--- src/rtl/alu_seq_if.sv ---
// rtl/alu_seq_if.sv - operation request / result handshake bundle for alu_seq
interface alu_seq_if #(
    parameter int WIDTH = 16
);
    logic             in_valid;
    logic             in_ready;
    logic [1:0]       opcode;
    logic [WIDTH-1:0] op1;
    logic [WIDTH-1:0] op2;
    logic             out_valid;
    logic             out_ready;
    logic [WIDTH-1:0] result;
    logic [WIDTH-1:0] remainder;
    logic             error;
    logic             overflow;

    modport master (
        output in_valid,
        output opcode,
        output op1,
        output op2,
        output out_ready,
        input  in_ready,
        input  out_valid,
        input  result,
        input  remainder,
        input  error,
        input  overflow
    );

    modport slave (
        input  in_valid,
        input  opcode,
        input  op1,
        input  op2,
        input  out_ready,
        output in_ready,
        output out_valid,
        output result,
        output remainder,
        output error,
        output overflow
    );
endinterface

--- src/rtl/alu_seq.sv ---
// rtl/alu_seq.sv - sequential signed ALU: one-cycle add/sub, WIDTH-cycle shift-add mul and restoring div
module alu_seq #(
    parameter int WIDTH = 16
) (
    input  logic     clk,
    input  logic     rst,
    alu_seq_if.slave bus
);
    localparam int CW = $clog2(WIDTH);

    localparam logic [1:0] OP_ADD = 2'b00;
    localparam logic [1:0] OP_SUB = 2'b01;
    localparam logic [1:0] OP_MUL = 2'b10;
    localparam logic [1:0] OP_DIV = 2'b11;

    typedef enum logic [1:0] {
        IDLE = 2'b00,
        CALC = 2'b01,
        DONE = 2'b10
    } state_t;

    state_t          state;
    state_t          state_nxt;
    logic [CW-1:0]   cnt;
    logic [CW-1:0]   cnt_nxt;
    logic            in_ready;
    logic            out_valid;
    logic            accept;
    logic            last_iter;

    logic [1:0]         op_q;
    logic               neg_q;
    logic               neg1_q;
    logic [WIDTH-1:0]   mcand_q;
    logic [2*WIDTH-1:0] prod_q;
    logic [WIDTH-1:0]   rem_q;
    logic [WIDTH-1:0]   quo_q;

    logic [WIDTH-1:0] res_q;
    logic [WIDTH-1:0] remo_q;
    logic             err_q;
    logic             ovf_q;

    logic             s1;
    logic             s2;
    logic [WIDTH-1:0] mag1;
    logic [WIDTH-1:0] mag2;
    logic [WIDTH-1:0] sum;
    logic [WIDTH-1:0] diff;
    logic             add_ovf;
    logic             sub_ovf;
    logic             div_zero;

    logic [WIDTH:0]     mul_add;
    logic [WIDTH:0]     mul_hi;
    logic [2*WIDTH-1:0] prod_step;
    logic [WIDTH:0]     div_sh;
    logic [WIDTH:0]     div_trial;
    logic               div_fit;
    logic [WIDTH-1:0]   rem_step;
    logic [WIDTH-1:0]   quo_step;

    logic [2*WIDTH-1:0] prod_s;
    logic [WIDTH:0]     prod_top;
    logic               mul_ovf;
    logic [WIDTH-1:0]   quo_s;
    logic [WIDTH-1:0]   rem_s;
    logic               div_ovf;

    // Operand decode at accept time; magnitudes are unsigned so |MIN| fits in WIDTH bits.
    always_comb begin
        s1       = bus.op1[WIDTH-1];
        s2       = bus.op2[WIDTH-1];
        mag1     = s1 ? -bus.op1 : bus.op1;
        mag2     = s2 ? -bus.op2 : bus.op2;
        sum      = bus.op1 + bus.op2;
        diff     = bus.op1 - bus.op2;
        add_ovf  = (s1 == s2) && (sum[WIDTH-1] != s1);
        sub_ovf  = (s1 != s2) && (diff[WIDTH-1] != s1);
        div_zero = (bus.op2 == '0);
    end

    // One iteration of each algorithm; only the one matching op_q is used at the end.
    always_comb begin
        mul_add   = prod_q[0] ? {1'b0, mcand_q} : '0;
        mul_hi    = {1'b0, prod_q[2*WIDTH-1:WIDTH]} + mul_add;
        prod_step = {mul_hi, prod_q[WIDTH-1:1]};

        div_sh    = {rem_q, quo_q[WIDTH-1]};
        div_trial = div_sh - {1'b0, mcand_q};
        div_fit   = ~div_trial[WIDTH];
        rem_step  = div_fit ? div_trial[WIDTH-1:0] : div_sh[WIDTH-1:0];
        quo_step  = {quo_q[WIDTH-2:0], div_fit};
    end

    // Sign correction applied on the final iteration's values.
    always_comb begin
        prod_s   = neg_q ? -prod_step : prod_step;
        prod_top = prod_s[2*WIDTH-1:WIDTH-1];
        mul_ovf  = (prod_top != '0) && (prod_top != '1);
        quo_s    = neg_q ? -quo_step : quo_step;
        rem_s    = neg1_q ? -rem_step : rem_step;
        div_ovf  = ~neg_q & quo_step[WIDTH-1];
    end

    assign accept    = (state == IDLE) && bus.in_valid;
    assign last_iter = (cnt == '0);

    always_ff @(posedge clk) begin
        if (rst) begin
            state <= IDLE;
            cnt   <= '0;
        end else begin
            state <= state_nxt;
            cnt   <= cnt_nxt;
        end
    end

    always_comb begin
        state_nxt = state;
        cnt_nxt   = cnt;
        in_ready  = 1'b0;
        out_valid = 1'b0;
        case (state)
            IDLE: begin
                in_ready = 1'b1;
                if (bus.in_valid) begin
                    if ((bus.opcode == OP_MUL) || ((bus.opcode == OP_DIV) && !div_zero)) begin
                        state_nxt = CALC;
                        cnt_nxt   = CW'(WIDTH - 1);
                    end else begin
                        state_nxt = DONE;
                    end
                end
            end
            CALC: begin
                if (last_iter) begin
                    state_nxt = DONE;
                end else begin
                    cnt_nxt = cnt - CW'(1);
                end
            end
            DONE: begin
                out_valid = 1'b1;
                if (bus.out_ready) begin
                    state_nxt = IDLE;
                end
            end
            default: begin
                state_nxt = IDLE;
            end
        endcase
    end

    always_ff @(posedge clk) begin
        if (rst) begin
            op_q    <= '0;
            neg_q   <= 1'b0;
            neg1_q  <= 1'b0;
            mcand_q <= '0;
            prod_q  <= '0;
            rem_q   <= '0;
            quo_q   <= '0;
            res_q   <= '0;
            remo_q  <= '0;
            err_q   <= 1'b0;
            ovf_q   <= 1'b0;
        end else begin
            case (state)
                IDLE: begin
                    if (accept) begin
                        op_q    <= bus.opcode;
                        neg_q   <= s1 ^ s2;
                        neg1_q  <= s1;
                        mcand_q <= (bus.opcode == OP_MUL) ? mag1 : mag2;
                        prod_q  <= {{WIDTH{1'b0}}, mag2};
                        rem_q   <= '0;
                        quo_q   <= mag1;
                        case (bus.opcode)
                            OP_ADD: begin
                                res_q  <= sum;
                                remo_q <= '0;
                                err_q  <= 1'b0;
                                ovf_q  <= add_ovf;
                            end
                            OP_SUB: begin
                                res_q  <= diff;
                                remo_q <= '0;
                                err_q  <= 1'b0;
                                ovf_q  <= sub_ovf;
                            end
                            OP_DIV: begin
                                if (div_zero) begin
                                    res_q  <= '0;
                                    remo_q <= '0;
                                    err_q  <= 1'b1;
                                    ovf_q  <= 1'b0;
                                end
                            end
                            default: begin
                            end
                        endcase
                    end
                end
                CALC: begin
                    prod_q <= prod_step;
                    rem_q  <= rem_step;
                    quo_q  <= quo_step;
                    if (last_iter) begin
                        err_q <= 1'b0;
                        if (op_q == OP_MUL) begin
                            res_q  <= prod_s[WIDTH-1:0];
                            remo_q <= '0;
                            ovf_q  <= mul_ovf;
                        end else begin
                            res_q  <= quo_s;
                            remo_q <= rem_s;
                            ovf_q  <= div_ovf;
                        end
                    end
                end
                default: begin
                end
            endcase
        end
    end

    assign bus.in_ready  = in_ready;
    assign bus.out_valid = out_valid;
    assign bus.result    = res_q;
    assign bus.remainder = remo_q;
    assign bus.error     = err_q;
    assign bus.overflow  = ovf_q;

    a_flags_exclusive: assert property (@(posedge clk) disable iff (rst) !(err_q && ovf_q));

    a_hold_under_backpressure: assert property (@(posedge clk) disable iff (rst)
        (state == DONE && !bus.out_ready) |=> (state == DONE && $stable(res_q) && $stable(remo_q)));
endmodule

--- src/flat_wrapper.sv ---
// flat-port wrapper written by rule: the top's interface ports become plain ports
module alu_seq_flat 
#(
    parameter int WIDTH = 16
)
  (clk, rst, bus_in_valid, bus_opcode, bus_op1, bus_op2, bus_out_ready, bus_in_ready, bus_out_valid, bus_result, bus_remainder, bus_error, bus_overflow);
  alu_seq_if #(.WIDTH(WIDTH)) bus_i ();
  input  logic clk;
  input  logic rst;
  input wire logic [$bits(bus_i.in_valid)-1:0] bus_in_valid;
  input wire logic [$bits(bus_i.opcode)-1:0] bus_opcode;
  input wire logic [$bits(bus_i.op1)-1:0] bus_op1;
  input wire logic [$bits(bus_i.op2)-1:0] bus_op2;
  input wire logic [$bits(bus_i.out_ready)-1:0] bus_out_ready;
  output wire logic [$bits(bus_i.in_ready)-1:0] bus_in_ready;
  output wire logic [$bits(bus_i.out_valid)-1:0] bus_out_valid;
  output wire logic [$bits(bus_i.result)-1:0] bus_result;
  output wire logic [$bits(bus_i.remainder)-1:0] bus_remainder;
  output wire logic [$bits(bus_i.error)-1:0] bus_error;
  output wire logic [$bits(bus_i.overflow)-1:0] bus_overflow;
  assign bus_i.in_valid = bus_in_valid;
  assign bus_i.opcode = bus_opcode;
  assign bus_i.op1 = bus_op1;
  assign bus_i.op2 = bus_op2;
  assign bus_i.out_ready = bus_out_ready;
  assign bus_in_ready = bus_i.in_ready;
  assign bus_out_valid = bus_i.out_valid;
  assign bus_result = bus_i.result;
  assign bus_remainder = bus_i.remainder;
  assign bus_error = bus_i.error;
  assign bus_overflow = bus_i.overflow;
  alu_seq #(.WIDTH(WIDTH)) u_core (.clk(clk), .rst(rst), .bus(bus_i));
endmodule
--- config.mk ---
export PLATFORM = sky130hd
export DESIGN_NAME = alu_seq_flat
export DESIGN_NICKNAME = d
export VERILOG_FILES = /design/src/rtl/alu_seq_if.sv /design/src/rtl/alu_seq.sv /design/src/flat_wrapper.sv
export SDC_FILE = /design/constraint.sdc
export NUM_CORES = 1
export LEC_CHECK = 0
export ABC_AREA = 0
export CORE_ASPECT_RATIO = 0.5
export CORE_MARGIN = 4
export CORE_UTILIZATION = 40
export DETAILED_ROUTE_END_ITERATION = 7
export PLACE_DENSITY_LB_ADDON = 0.25
export SLEW_MARGIN = 10
export SYNTH_ARGS = -nofsm -noshare
export SYNTH_HDL_FRONTEND = slang
export SYNTH_SLANG_ARGS = --single-unit
export TNS_END_PERCENT = 5
--- constraint.sdc ---
create_clock -name clk -period 8.8 [get_ports clk]
set_input_delay 1.76 -clock clk [delete_from_list [all_inputs] [get_ports clk]]
set_output_delay 1.76 -clock clk [all_outputs]
set_load 0.005 [all_outputs]
; ---- Word level (Yosys, flattened, before mapping)
; Cells that the tools add are included.
[classes]
n_addsub = 10
n_eq_ne = 20
mux = 47
bitwise = 4
n_reduce_logical = 20
[op_table]
columns = cell, n
row1 = $mux 16, 16
row2 = $pmux 16 s2, 5
row3 = $mux 32, 2
row4 = $neg 16->16, 4
row5 = $pmux 32 s2, 1
row6 = $pmux 16 s3, 1
row7 = $neg 32->32, 1
row8 = $add 16x17->17, 1
row9 = $ne 17x17->1 const B, 1
row10 = $reduce_bool 17->1, 1
row11 = $sub 17x16->17, 1
row12 = $add 16x16->16, 1
row13 = $logic_not 16->1, 1
row14 = $sub 16x16->16, 1
row15 = $mux 4, 3
row16 = $reduce_and 5->1, 2
row17 = $mux 1, 9
row18 = $eq 2x2->1 const B, 4
row19 = $mux 2, 4
row20 = $ne 2x2->1 const B, 4
row21 = $pmux 4 s2, 1
row22 = $pmux 1 s2, 3
row23 = $pmux 2 s3, 1
row24 = $logic_and 1x1->1, 5
row25 = 21 further kinds, 28
[totals]
register_bits = 124
out_inout_bits = 36
wordCells = 114

; ---- Longest topological paths before layout
; Gate-level depths: netlist (run 1).
[depth]
word_depth = 9
mapped_depth = 22
mapped_depth_nobuf = 21

; ---- Least setup slack after synthesis (run 1)
; No wires, ideal clock.
[synth_path]
path_type = input port to flip-flop
from = input bus_op2[1]
to = register u_core.ovf_q, in the netlist u_core.bus.overflow
arrival_ns = 4.308
setup_slack_ns = 4.370
stages = 13
n_path_buf = 0
cell_sequence = inv_1 > ha_1 > nor2b_1 > o21ai_0 > nand2b_1 > o41a_1 > a21boi_0 > a21oi_1 > a211oi_1 > mux2i_1 > o221ai_1 > a32oi_1 > o21ai_1
[synth_between]
elab_chain_cells = 6
word_cells_on_any_way = 12
cone_classes = add/sub (2) / eq/ne (3) / mux (3) / reduce/logical (4)
[synth_lines]
columns = item, line_no
row1 = from (decl), flat_wrapper.sv:13  ; input wire logic [$bits(bus_i.op2)-1:0] bus_op2;
row2 = $sub 16x16->16 or $add 16x16->16 (tied branches), "alu_seq.sv:77, alu_seq.sv:76"
row3 = $ne 1x1->1 (on tied branches), "alu_seq.sv:79, alu_seq.sv:78"
row4 = $logic_and 1x1->1 (on tied branches), "alu_seq.sv:79, alu_seq.sv:78"
row5 = $pmux 1 s3, alu_seq.sv:179  ; case (bus.opcode)
row6 = $mux 1, alu_seq.sv:171  ; if (accept) begin
row7 = $pmux 1 s2, alu_seq.sv:169  ; case (state)
row8 = to (signal assigned), alu_seq.sv:184  ; ovf_q <= add_ovf;
row9 = to (signal assigned), alu_seq.sv:190  ; ovf_q <= sub_ovf;
row10 = to (signal assigned), alu_seq.sv:214  ; ovf_q <= mul_ovf;
row11 = to (decl), alu_seq.sv:42  ; logic ovf_q;
; Parallel ways exist; a longest one is shown, timed or not. The select of a mux whose other input is x is not followed.
; A chain may end at the register's enable or synchronous reset.

; ---- Final worst setup path (run 1)
[layout_path]
from = input bus_op2[1]
to = register u_core.remo_q[8], in the netlist u_core.bus.remainder[8]
[layout_between]
elab_chain_cells = 3
[layout_lines]
columns = item, line_no
row1 = $logic_not 16->1, alu_seq.sv:80  ; div_zero = (bus.op2 == '0);
row2 = $ne 3x2->1 (no line), n/a
row3 = $reduce_and 5->1 (no line), n/a
row4 = to (signal assigned), alu_seq.sv:217  ; remo_q <= rem_s;
row5 = to (decl), alu_seq.sv:40  ; logic [WIDTH-1:0] remo_q;
; No other way between the ends.

==> results of run 1 <==
==> metrics by stage <==
step	instance area [um^2]	util (%)	hold WS, ns	total power (W)
after detailed placement	11800	44.3	0.446	0.00158
after global placement	11800	44.3	0.438	0.00157
final	12400	46.6	0.454	0.00232
after global routing	12400	46.6	0.486	0.00246
after floorplan	10800	-	0.440	0.00133
after CTS	12400	46.6	0.458	0.00232
==> final timing paths <==
| check | end |
|---|---|
| worst max-delay path | u_core.bus.remainder[8] |
| worst min-delay path | u_core.bus.remainder[10] |
| worst max register to register | u_core.bus.remainder[8] |
| worst min register to register | u_core.bus.remainder[10] |
==> state kept, by name, indices dropped and copies added, names as in the netlist <==
name,flops
u_core.bus.remainder,16
u_core.bus.result,16
u_core.neg1_q,1
u_core.mcand_q,16
u_core.bus.error,1
u_core.quo_q,16
u_core.neg_q,1
u_core.rem_q,16
u_core.state,2
u_core.prod_q,32
u_core.cnt,4
u_core.op_q,2
u_core.bus.overflow,1
==> final cells by class <==
cell class	count	area (um^2)	area share, %
clock buffers	19	443	3.58
repair buffers	86	826	6.67
well taps	352	440	3.56
clock inverters	13	168	1.36
flip-flops and latches	124	2480	20.1
inverters	75	282	2.28
multi-input cells	1208	7730	62.5
==> synthesized netlist by cell type, types with 14 or more instances <==
cell / instances
nor2b_1: 25
o21ai_0: 83
mux2i_1: 16
xor2_1: 31
o31ai_1: 20
nor3_1: 49
a21oi_1: 130
a211oi_1: 15
nand2b_1: 15
o211ai_1: 14
clkbuf_1: 78
a22oi_1: 32
dfxtp_1: 124
xnor2_1: 75
and2_1: 21
ha_1: 68
nand3_1: 37
a31oi_1: 14
or3_1: 14
nand2_1: 169
inv_1: 74
nor2_1: 178
==> cell usage in the layout, fill, tap and decap left out, drive strengths merged, types with 7 or more instances in the layout <==
cell	count
a211oi	15
a21o	12
a21oi	130
a222oi	9
a22oi	32
a311oi	8
a31oi	14
and2	22
buf	14
clkbuf	19
clkdlybuf4s50	72
clkinv	7
dfxtp	124
ha	68
inv	76
mux2i	16
nand2	169
nand2b	15
nand3	37
nand4	10
nor2	178
nor2b	25
nor3	50
nor4	13
o211ai	14
o21a	10
o21ai	89
o21bai	9
o221ai	11
o31ai	21
or2	8
or3	14
xnor2	76
xor2	31
==> layer usage <==
metal	GRT usage, %	routed length [um]	vias to the layer above
li1	-	-	5393
met1	32.7	16300	5203
met2	35.8	15500	423
met3	5.38	2980	29
met4	5.29	467	0
met5	0	0	-
==> kinds of logic (layout without fill, tap and decap cells) <==
logic type	count (synthesis)	after routing	synth area share (%)
AO/OA/AOI/OAI	438	438	27.2
XOR/XNOR	107	107	8.84
buffers and inverters	160	193	5.66
multiplexers	23	23	2.31
adder cells (fa/ha/maj)	72	72	8.61
flip-flops	124	124	22.9
AND/OR/NAND/NOR	568	568	24.4
==> power by group <==
part,switching [W],internal [W]
combinational,0.000558,0.000361
clock,0.000283,0.000455
sequential,0.0000621,0.000605
==> worst max-delay path: cells and delay by family <==
kind                       cells  cell delay, ns
AOI/OAI and AO/OA              1            0.48
buffers and inverters          2            0.72
adders and majority gates      1            0.28
and+or+nand+nor                7            2.91
==> results list, run 1 <==
- The run finished with clean final reports.
* Peak supply drop: 134 uV
* Setup slack of the worst register-to-register path: 3.50 ns
* RSZ-0062 raised after global routing: false
- For this run, the number of standard cells in the final layout without fillers is 1877.
- Cell at the root of the clock tree: clkbuf_16
- Total of flip-flops plus latches after synthesis: 124
- Sinks on the clock net: 124
- The number of antenna diodes in the final layout is 0.
- Share of synthesized flip-flops with an asynchronous set or reset: 0%
* Inserted Clock Buffers: 17
- The initial antenna violation count is 0.
- Crit path capture type: register
* Overall die width: 241 um
- Routability-driven placement congestion ratio: 0.862
- The total count of hold-check failures in the final report is 0.
* Launch point of the worst path: bus_op2[1]
* CP max FO: 22
- Net count of the mapped netlist: 1602
- Buffers placed on the I/O ports in this run total 73.
- Die Outline Area: 29900 um^2
- Slowest-stage cell, CP: or3_1
- Including well taps, the total number of placed cells is 1845.
- Count of maximum capacitance violations: 0
- The first global-routing pass estimated 56200 um of wire.
- In this run the worst hold path is classified as reg -> reg.
- Remaining design rule violation count: 0
- Shortest period the worst path allows: 5.80 ns
- Placeable core region: 26500 um^2
- Dividing the detail-routed wire length by the instance count gives 18.8 um.
- After global routing the overflow that remains totals 0.
* Fill cell count: 2677
- Clock-pin slew was measured on the worst setup and hold paths at 0.06 ns.
- Buffers inserted to repair hold after CTS numbered 0.
* Cell types with the largest area share after synthesis: dfxtp_1 (23%), ha_1 (7.9%), nor2_1 (6.2%), xnor2_1 (6.1%), a21oi_1 (6.0%)
- Worst relative slew slack: 32.6%
- GRT Total Usage: 23.1%
* Area share of the leading cell type in the synthesized netlist: 22.9%
- Vias in the first global route: 10678
* Cell taking the most area after synthesis: dfxtp_1
- Sequential elements use 22.9% of the synthesized area.
- Ordered cell list for the critical path: clkdlybuf4s50_1, inv_1, ha_1, nand4_1, o41a_1, and2_0, or3_1, nor2_1, nand3_1, or3_1, nand3_1
- Maximum level of the CTS H-tree: 4
* CTS tree: done
- First DRT Iteration DRCs: 1246
- CP required: 9.17 ns
* CP arrival: 6.17 ns
* Total power density per cell area: 188 nW/um^2
- Startpoint type of the worst setup path: primary input
- The worst register-to-register path has a depth of 20.
- DRT antenna net count: 0
- Across the routed clock network, the largest skew measured is 0.0119 ns.
- Routed WL: 35300 um
- The final route contains 11048 vias.
- Detailed placement ended at an HPWL of 26000 um.
- The Yosys step of the flow raised 0 warnings.
* Number of endpoints failing setup at the final stage: 0
- The analysis attributes to cell leakage a power of 4.73 nW.
- Number of flops mapped to enable cells by yosys: 0
- Once the clock tree was built, the setup fixing pass inserted 0 buffers.
- Averaged over all synthesized cells, the footprint is 7.25 um^2.
- The most used flip-flop cell after synthesis is dfxtp_1.
- Synthesis handed over a netlist of 1492 instances.
- At the later pin of the worst-skew pair, clock insertion delay measures 0.43 ns.
* Final worst-path cycle share: 65.9%
- Launching point of the worst reg2reg path: u_core.mcand_q[0]
- Total Negative Setup Slacks: 0 ns
* Place WS: 2.60 ns
- Iteration count of the initial detailed-routing pass: 6
- Final worst slack: 3.00 ns
* Initial cell density of the core: 40.8%
- Layout overhead on the synthesized area: 14.4%
- The worst hold path begins at u_core.bus.remainder[10].
- CTS max path bufs: 2
- In this run the vertical extent of the chip is 124 um.
* Mean number of vias per cell: 5.89
- Number of rows in the core area: 42
- Entering global routing, the biggest net connects 89 pins.
- The post-route netlist has 5.25% of its cells at a drive strength greater than 1.
- The worst setup path is of the in -> reg kind.
- Timing would allow up to 0.172 GHz.
- Synth Cell Area: 10800 um^2
* Yosys cell types: 81
- At the pin with the least slew margin, the transition time is 1.01 ns.
- Ports: 74
* Number of resized instances in the post-cts repair step: 0
- Along the worst hold path, the cell count comes to 2.
- Number of slew-limit violations in the final report: 0
- Layout Nets: 1622
- On the worst path, the slowest cell contributes a delay of 0.71 ns.
Note: power is estimated with default switching activity, not from simulation.
==> run 2: changes to the inputs <==
- clock period: 8.8 -> 6.1 ns (I/O delays scaled with it)
==> results list, run 2 (synthesis results as in run 1) <==
* Maximum number of pins on one net before global-route repair: 76 (was 89)
- Final clock skew: 0.0145 ns (was 0.0119 ns)
- The CTS tree is done (unchanged).
* Maximum clock rate: 0.204 GHz
- Top sig layer: met4 (unchanged)
* Area after detailed placement: 11800 um^2 (about the same)
- Ports: 74 (unchanged)
* Outcome: complete, no violations (unchanged)
- The final setup violation count is 0 (unchanged).
- The overall power after layout is 0.00330 W (was 0.00232 W).
- The overall routing resource usage is 23.2% (was 23.1%).
- Number of rows in the core area: 42 (unchanged)
* Switching portion of total power: 39.5% (was 38.8%)
* Layout Nets: 1624 (was 1622)
* Fill cell count: 2636 (was 2677)
- Design internal power: 0.00200 W (was 0.00142 W)
* Total Negative Setup Slacks: 0 ns (unchanged)
- Routability-driven placement congestion ratio: 0.936 (was 0.862)
- The number of placed cells counting well taps came to 1847 (was 1845).
* Ordered cell list for the critical path: inv_1, ha_1, inv_1, fa_1, a2111oi_4, or3_1, a311oi_2, o41a_4, o41ai_4, xnor2_4, buf_4, mux2i_1, ha_1, inv_1, nor4b_1, a31oi_1, o21ai_0, xor2_1, o21ai_0 (was clkdlybuf4s50_1, inv_1, ha_1, nand4_1, o41a_1, and2_0, or3_1, nor2_1, nand3_1, or3_1, nand3_1)
- The number of vias per cell was 5.93 (was 5.89).
- Inserted Clock Buffers: 17 (unchanged)
- Number of slew-limit violations in the final report: 0 (unchanged)
- The maximum count of clock buffers along a single path is 2 (unchanged).
* Biggest cell delay along the critical path: 0.46 ns (was 0.71 ns)
- The total count of hold-check failures in the final report came to 0 (unchanged).
- Layout cells sized above 1: 5.31% (was 5.25%)
* Iteration count of the initial detailed-routing pass: 5 (was 6)
- The power share of the clock group came to 30.6% (was 31.7%).
* Part of the total power dissipated in sequential elements: 29.2% (was 28.7%)
* Power share of the combinational group: 40.2% (was 39.5%)
- The data arrival time of the critical path came to 5.20 ns (was 6.17 ns).
- The classification of the worst setup path is reg -> reg (was in -> reg).
* Final HPWL from detailed placement: 26400 um (was 26000 um)
* CP required: 6.39 ns (was 9.17 ns)
* Number of stages on the worst hold path: 2 (unchanged)
* Layout overhead on the synthesized area: 14.2% (was 14.4%)
* Met2 Routed Length: 15800 um (was 15500 um)
* Count of port buffers added during placement: 73 (unchanged)
* Die Outline Area: 29900 um^2 (unchanged)
- Shortest period the worst path allows: 4.91 ns
* Cell type with the highest occurrence count on the critical path: inv_1
* Cell family with the largest share of critical-path delay: compound AO/OA/AOI/OAI gates (was simple AND/OR/NAND/NOR gates)
* RSZ-0062 raised after global routing: false (unchanged)
* Register clock-pin slew on the reported worst setup and hold paths: 0.07 ns (was 0.06 ns)
* Peak supply drop: 199 uV (was 134 uV)
* Classification of the worst-slack hold path: reg -> reg (unchanged)
- The starting density of the core came to 40.8% (unchanged).
- The storage element area was 2480 um^2 (unchanged).
* Initial antenna violation count: 0 (unchanged)
* Worst-margin pin slew: 1.13 ns (was 1.01 ns)
- The final routed DRC violation total came to 0 (unchanged).
* Sinks on the clock net: 124 (unchanged)
* Register containing the most flip-flops in the final layout: u_core.prod_q (unchanged)
- The endpoint type of the worst setup path is a register (unchanged).
- The largest driver fanout on the critical path came to 33 (was 22).
* DRT antenna net count: 0 (unchanged)
- Overall die width: 241 um (unchanged)
* Count of buffers added by post-CTS timing repair for setup: 0 (unchanged)
* Routed length per instance: 18.9 um (was 18.8 um)
- Die outline height: 124 um (unchanged)
* Number of buffers and inverters on the critical path: 4 (was 2)
- First-pass GRT wire length: 56700 um (was 56200 um)
- The critical path depth is 19 (was 11).
* Leakage: 4.71 nW (was 4.73 nW)
- The most frequent standard cell in the layout excluding fill and tap cells is nor2_1 (unchanged).
- The clock latency of the later-clocked register in the worst-skew pair is 0.43 ns (about the same).
* Number of resized instances in the post-cts repair step: 0 (unchanged)
- Total net switching power: 0.00130 W (was 0.000903 W)
* Final worst-path cycle share: 80.5%
- Vias in the first global route: 10830 (was 10678)
- The kind of start point of the critical path is a register (was primary input).
- The number of flip-flops in the largest register came to 32 (unchanged).
- Total power density per cell area: 267 nW/um^2 (was 188 nW/um^2)
- The post-detailed-routing wire length came to 35400 um (was 35300 um).
* Post-layout instance count excluding filler cells: 1878 (was 1877)
* Overall overflow remaining after global route: 0 (unchanged)
- Maximum level of the CTS H-tree: 4 (unchanged)
* Antenna Cells: 0 (unchanged)
* Combined area of the multi-input logic cells: 7730 um^2 (unchanged)
- The number of hold buffers added after cts was 0 (unchanged).
- The number of cells on the worst reg-to-reg path was 19 (was 20).
- Via total after detailed routing: 11136 (was 11048)
- Worst relative slew slack: 24.5% (was 32.6%)
- The worst-path cell with the longest stage delay was fa_1 (was or3_1).
- The number of max-cap violations is 0 (unchanged).
* First DRT Iteration DRCs: 1249 (was 1246)
- Most used cells in the layout excluding fill and tap cells: nor2_1 (178), nand2_1 (169), a21oi_1 (130) (unchanged).
- Post-Layout Inst Area: 12300 um^2 (was 12400 um^2)
- The buffer cell driving the clock tree root is clkbuf_16 (unchanged).
- The area of the core was 26500 um^2 (unchanged).
* Routed wl met3: 2570 um (was 2980 um)
- The total routed wire length on the met1 layer was 16500 um (was 16300 um).
## run 2: cell count changes in the layout (fill, tap and decap cells not counted)
cell / delta
clkbuf_8: -1
bufinv_16: -1
buf_4: +2
clkinv_4: -2
inv_6: +1
clkinvlp_4: +2
## run 2: worst min-delay path: stages, from the launching register on
cell and delay [ns]:
dfxtp_1 0.31, nand2_1 0.05, a21oi_1 0.05
## run 2: routing by layer
metal	track usage, %	vias up
met2	36.7	384
met3	3.92	50
met4	6.44	0
met5	0	-
li1	-	5379
met1	32.7	5323
## run 2: final cells by class
type	instances	share of cell area [%]
clock buffers	18	3.48
clock inverters	13	1.17
inverters	75	2.28
multi-input cells	1208	62.6
flip-flops and latches	124	20.1
well taps	352	3.57
repair buffers	88	6.81
## run 2: worst paths after layout
check | start | end | slack (ns)
worst min register to register | u_core.bus.result[12] | u_core.bus.result[12] | 0.46
worst max register to register | u_core.quo_q[15] | u_core.bus.remainder[12] | 1.19
worst max-delay path | u_core.quo_q[15] | u_core.bus.remainder[12] | 1.19
worst min-delay path | u_core.bus.result[12] | u_core.bus.result[12] | 0.46
## run 2: power groups by stage
stage          registers (W)  clock network, W  logic, W
2_1_floorplan       0.000936                 0  0.000977
3_3_place_gp        0.000976                 0   0.00128
3_5_place_dp        0.000977                 0   0.00130
4_1_cts             0.000960           0.00102   0.00131
5_1_grt             0.000974           0.00106   0.00146
6_report            0.000964           0.00101   0.00133
## run 2: through the flow
step | worst slack (ns) | utilization, % | hold slack, ns
floorplan | 1.71 | - | 0.440
global placement | 1.20 | 44.4 | 0.440
detailed placement | 1.16 | 44.4 | 0.447
CTS | 1.20 | 46.5 | 0.456
global route | 0.854 | 46.5 | 0.476
finish | 1.19 | 46.5 | 0.456
==> run 3: changes to the inputs <==
- clock period: 6.1 -> 4.9 ns (I/O delays scaled with it)
==> results list, run 3 (synthesis results as in run 1) <==
* Layout cells sized above 1: 6.30% (was 5.31%)
- The total count of hold-check failures in the final report is 0 (unchanged).
- The total iterations of the first detailed-routing run is 6 (was 5).
- The via count of the first global-routing pass came to 10400 (was 10830).
- Startpoint type of the worst setup path: register (unchanged)
* Count of maximum capacitance violations: 0 (unchanged)
* Number of rows in the core area: 42 (unchanged)
- Met2 Routed Length: 15900 um (was 15800 um)
- The last weighted congestion value of the routability-driven placer is 0.925 (was 0.936).
- The number of flip-flops in the largest register came to 32 (unchanged).
- The worst max-slew margin expressed relative to the limit came to 37.8% (was 24.5%).
* Final HPWL from detailed placement: 26200 um (was 26400 um)
* CTS max path bufs: 2 (unchanged)
- Met1 wire length: 17000 um (was 16500 um)
- Layout Nets: 1636 (was 1624)
- Maximum level of the CTS H-tree: 4 (unchanged)
- The number of routed nets with antenna violations was 0 (unchanged).
- The pin count of the biggest net entering global routing came to 63 (was 76).
- The area of the core was 26500 um^2 (unchanged).
- Ports: 74 (unchanged)
- Most used cells in the layout excluding fill and tap cells: nor2_1 (178), nand2_1 (169), a21oi_1 (130) (unchanged).
* Total Negative Setup Slacks: 0 ns (unchanged)
- Mean number of vias per cell: 5.85 (was 5.93)
- The register containing the most flip-flops in the final layout was u_core.prod_q (unchanged).
- The number of CTS-inserted buffers is 17 (unchanged).
* Remaining design rule violation count: 0 (unchanged)
- Post-Layout Inst Area: 12500 um^2 (was 12300 um^2)
- GRT Total Usage: 23.3% (was 23.2%)
- Antenna Cells: 0 (unchanged)
- The clock-pin slew reported for the worst setup and hold paths after clock tree synthesis came to 0.06 ns (was 0.07 ns).
* Worst setup path class: reg -> reg (unchanged)
- RSZ-0062 raised after global routing: false (unchanged)
- Number of endpoints failing setup at the final stage: 0 (unchanged)
- Count of port buffers added during placement: 73 (unchanged)
* Via total after detailed routing: 11063 (was 11136)
* First-pass GRT wire length: 56900 um (was 56700 um)
- Classification of the worst-slack hold path: reg -> reg (unchanged)
- Clock latency on the worst-skew pair: 0.43 ns (about the same)
* First DRT Iteration DRCs: 1292 (was 1249)
- Layout overhead on the synthesized area: 15.2% (was 14.2%)
- Final clock skew: 0.0168 ns (was 0.0145 ns)
- Die Outline Area: 29900 um^2 (unchanged)
- CTS tree: done (unchanged)
- Number of slew-limit violations in the final report: 0 (unchanged)
- The starting density of the core came to 40.8% (unchanged).
- The leakage power figure is 4.78 nW (was 4.71 nW).
* CP required: 5.25 ns (was 6.39 ns)
- Maximum clock rate: 0.221 GHz (was 0.204 GHz)
- The met3 routed wirelength is 2350 um (was 2570 um).
- Overall overflow remaining after global route: 0 (unchanged)
- The initial antenna violation count is 0 (unchanged).
* CP max FO: 5 (was 33)
- Top sig layer: met4 (unchanged)
* CP arrival: 4.88 ns (was 5.20 ns)
- Smallest hold slack: 0.457 ns (was 0.456 ns)
* Shortest period the worst path allows: 4.53 ns (was 4.91 ns)
- The slew at the pin with the worst max-slew slack is 0.932 ns (was 1.13 ns).
- Leading cell type in the layout, fill and taps excluded: nor2_1 (unchanged)
* Peak supply drop: 304 uV (was 199 uV)
* Die outline height: 124 um (unchanged)
* Core Util, Final: 47.0% (was 46.5%)
- The average detailed-routed wire length per instance came to 18.8 um (was 18.9 um).
* Crit path capture type: register (unchanged)
- The total number of clock tree sinks was 124 (unchanged).
- Area after detailed placement: 11900 um^2 (was 11800 um^2)
- Overall die width: 241 um (unchanged)
* Total power density per cell area: 334 nW/um^2 (was 267 nW/um^2)
- Fill cell count: 2610 (was 2636)
- The post-detailed-routing wire length was 35600 um (was 35400 um).
- The buffer cell driving the clock tree root is clkbuf_16 (unchanged).
- Final worst-path cycle share: 92.5% (was 80.5%)
* Outcome: complete, no violations (unchanged)
==> run 3: changes by cell type in the layout (fill, tap and decap cells not counted), sizes merged <==
cell	change
clkinvlp	-1
clkbuf	+1
clkinv	+1
buf	+12
==> run 3: worst max-delay path, cell delays in order, from the launching register on <==
cell	delay (ns)
dfxtp_1	0.34
inv_1	0.06
ha_1	0.16
inv_1	0.06
fa_2	0.39
a2111oi_4	0.33
or3_1	0.20
a311oi_2	0.14
o41a_4	0.40
o41ai_4	0.44
xnor2_4	0.18
inv_2	0.13
ha_1	0.23
nand3_1	0.13
or3_1	0.44
o31ai_2	0.25
xnor2_1	0.15
a21oi_1	0.08
a21oi_1	0.14
o21ai_0	0.09
a21oi_1	0.12
==> run 3: metal layers <==
layer | track usage (%) | vias to the layer above
met5 | 0 | -
met2 | 36.5 | 345
met4 | 4.51 | 0
met1 | 34.0 | 5276
li1 | - | 5414
met3 | 3.67 | 28
==> run 3: power breakdown <==
part / switching [W] / internal (W)
logic: 0.00102 / 0.000676
clock network: 0.000512 / 0.000765
registers: 0.000105 / 0.00109
total: 0.00163 / 0.00253
==> run 3: through the flow <==
stage | std cells | total power (W) | worst slack, ns
after floorplan | 1492 | 0.00238 | 0.510
after global placement | 1858 | 0.00284 | 0.316
after detailed placement | 1858 | 0.00286 | 0.222
after CTS | 1890 | 0.00414 | 0.231
after global routing | 1891 | 0.00440 | 0.0284
final | 1891 | 0.00416 | 0.366
==> run 3: cell type report <==
| class | instances | area [um^2] | share of cell area, % |
|---|---|---|---|
| tap | 352 | 440 | 3.53 |
| multi-input combinational | 1208 | 7740 | 62.1 |
| inverter | 75 | 282 | 2.26 |
| clock buffer | 19 | 443 | 3.55 |
| sequential | 124 | 2480 | 19.9 |
| clock inverter | 13 | 141 | 1.13 |
| timing repair buffer | 100 | 931 | 7.47 |
==> run 3: path summary, 6_finish.rpt <==
path | cells past startpoint | slack (ns) | end | start
max | 20 | 0.37 | u_core.bus.result[12] | u_core.quo_q[15]
min | 2 | 0.46 | u_core.bus.remainder[13] | u_core.bus.remainder[13]
max reg2reg | 20 | 0.37 | u_core.bus.result[12] | u_core.quo_q[15]
min reg2reg | 2 | 0.46 | u_core.bus.remainder[13] | u_core.bus.remainder[13]
==> run 3: timing repair <==
action,CTS,global route
setup buffers,0,1
setup endpoints to repair,0,7
gates resized for setup,0,4
hold buffers,0,0
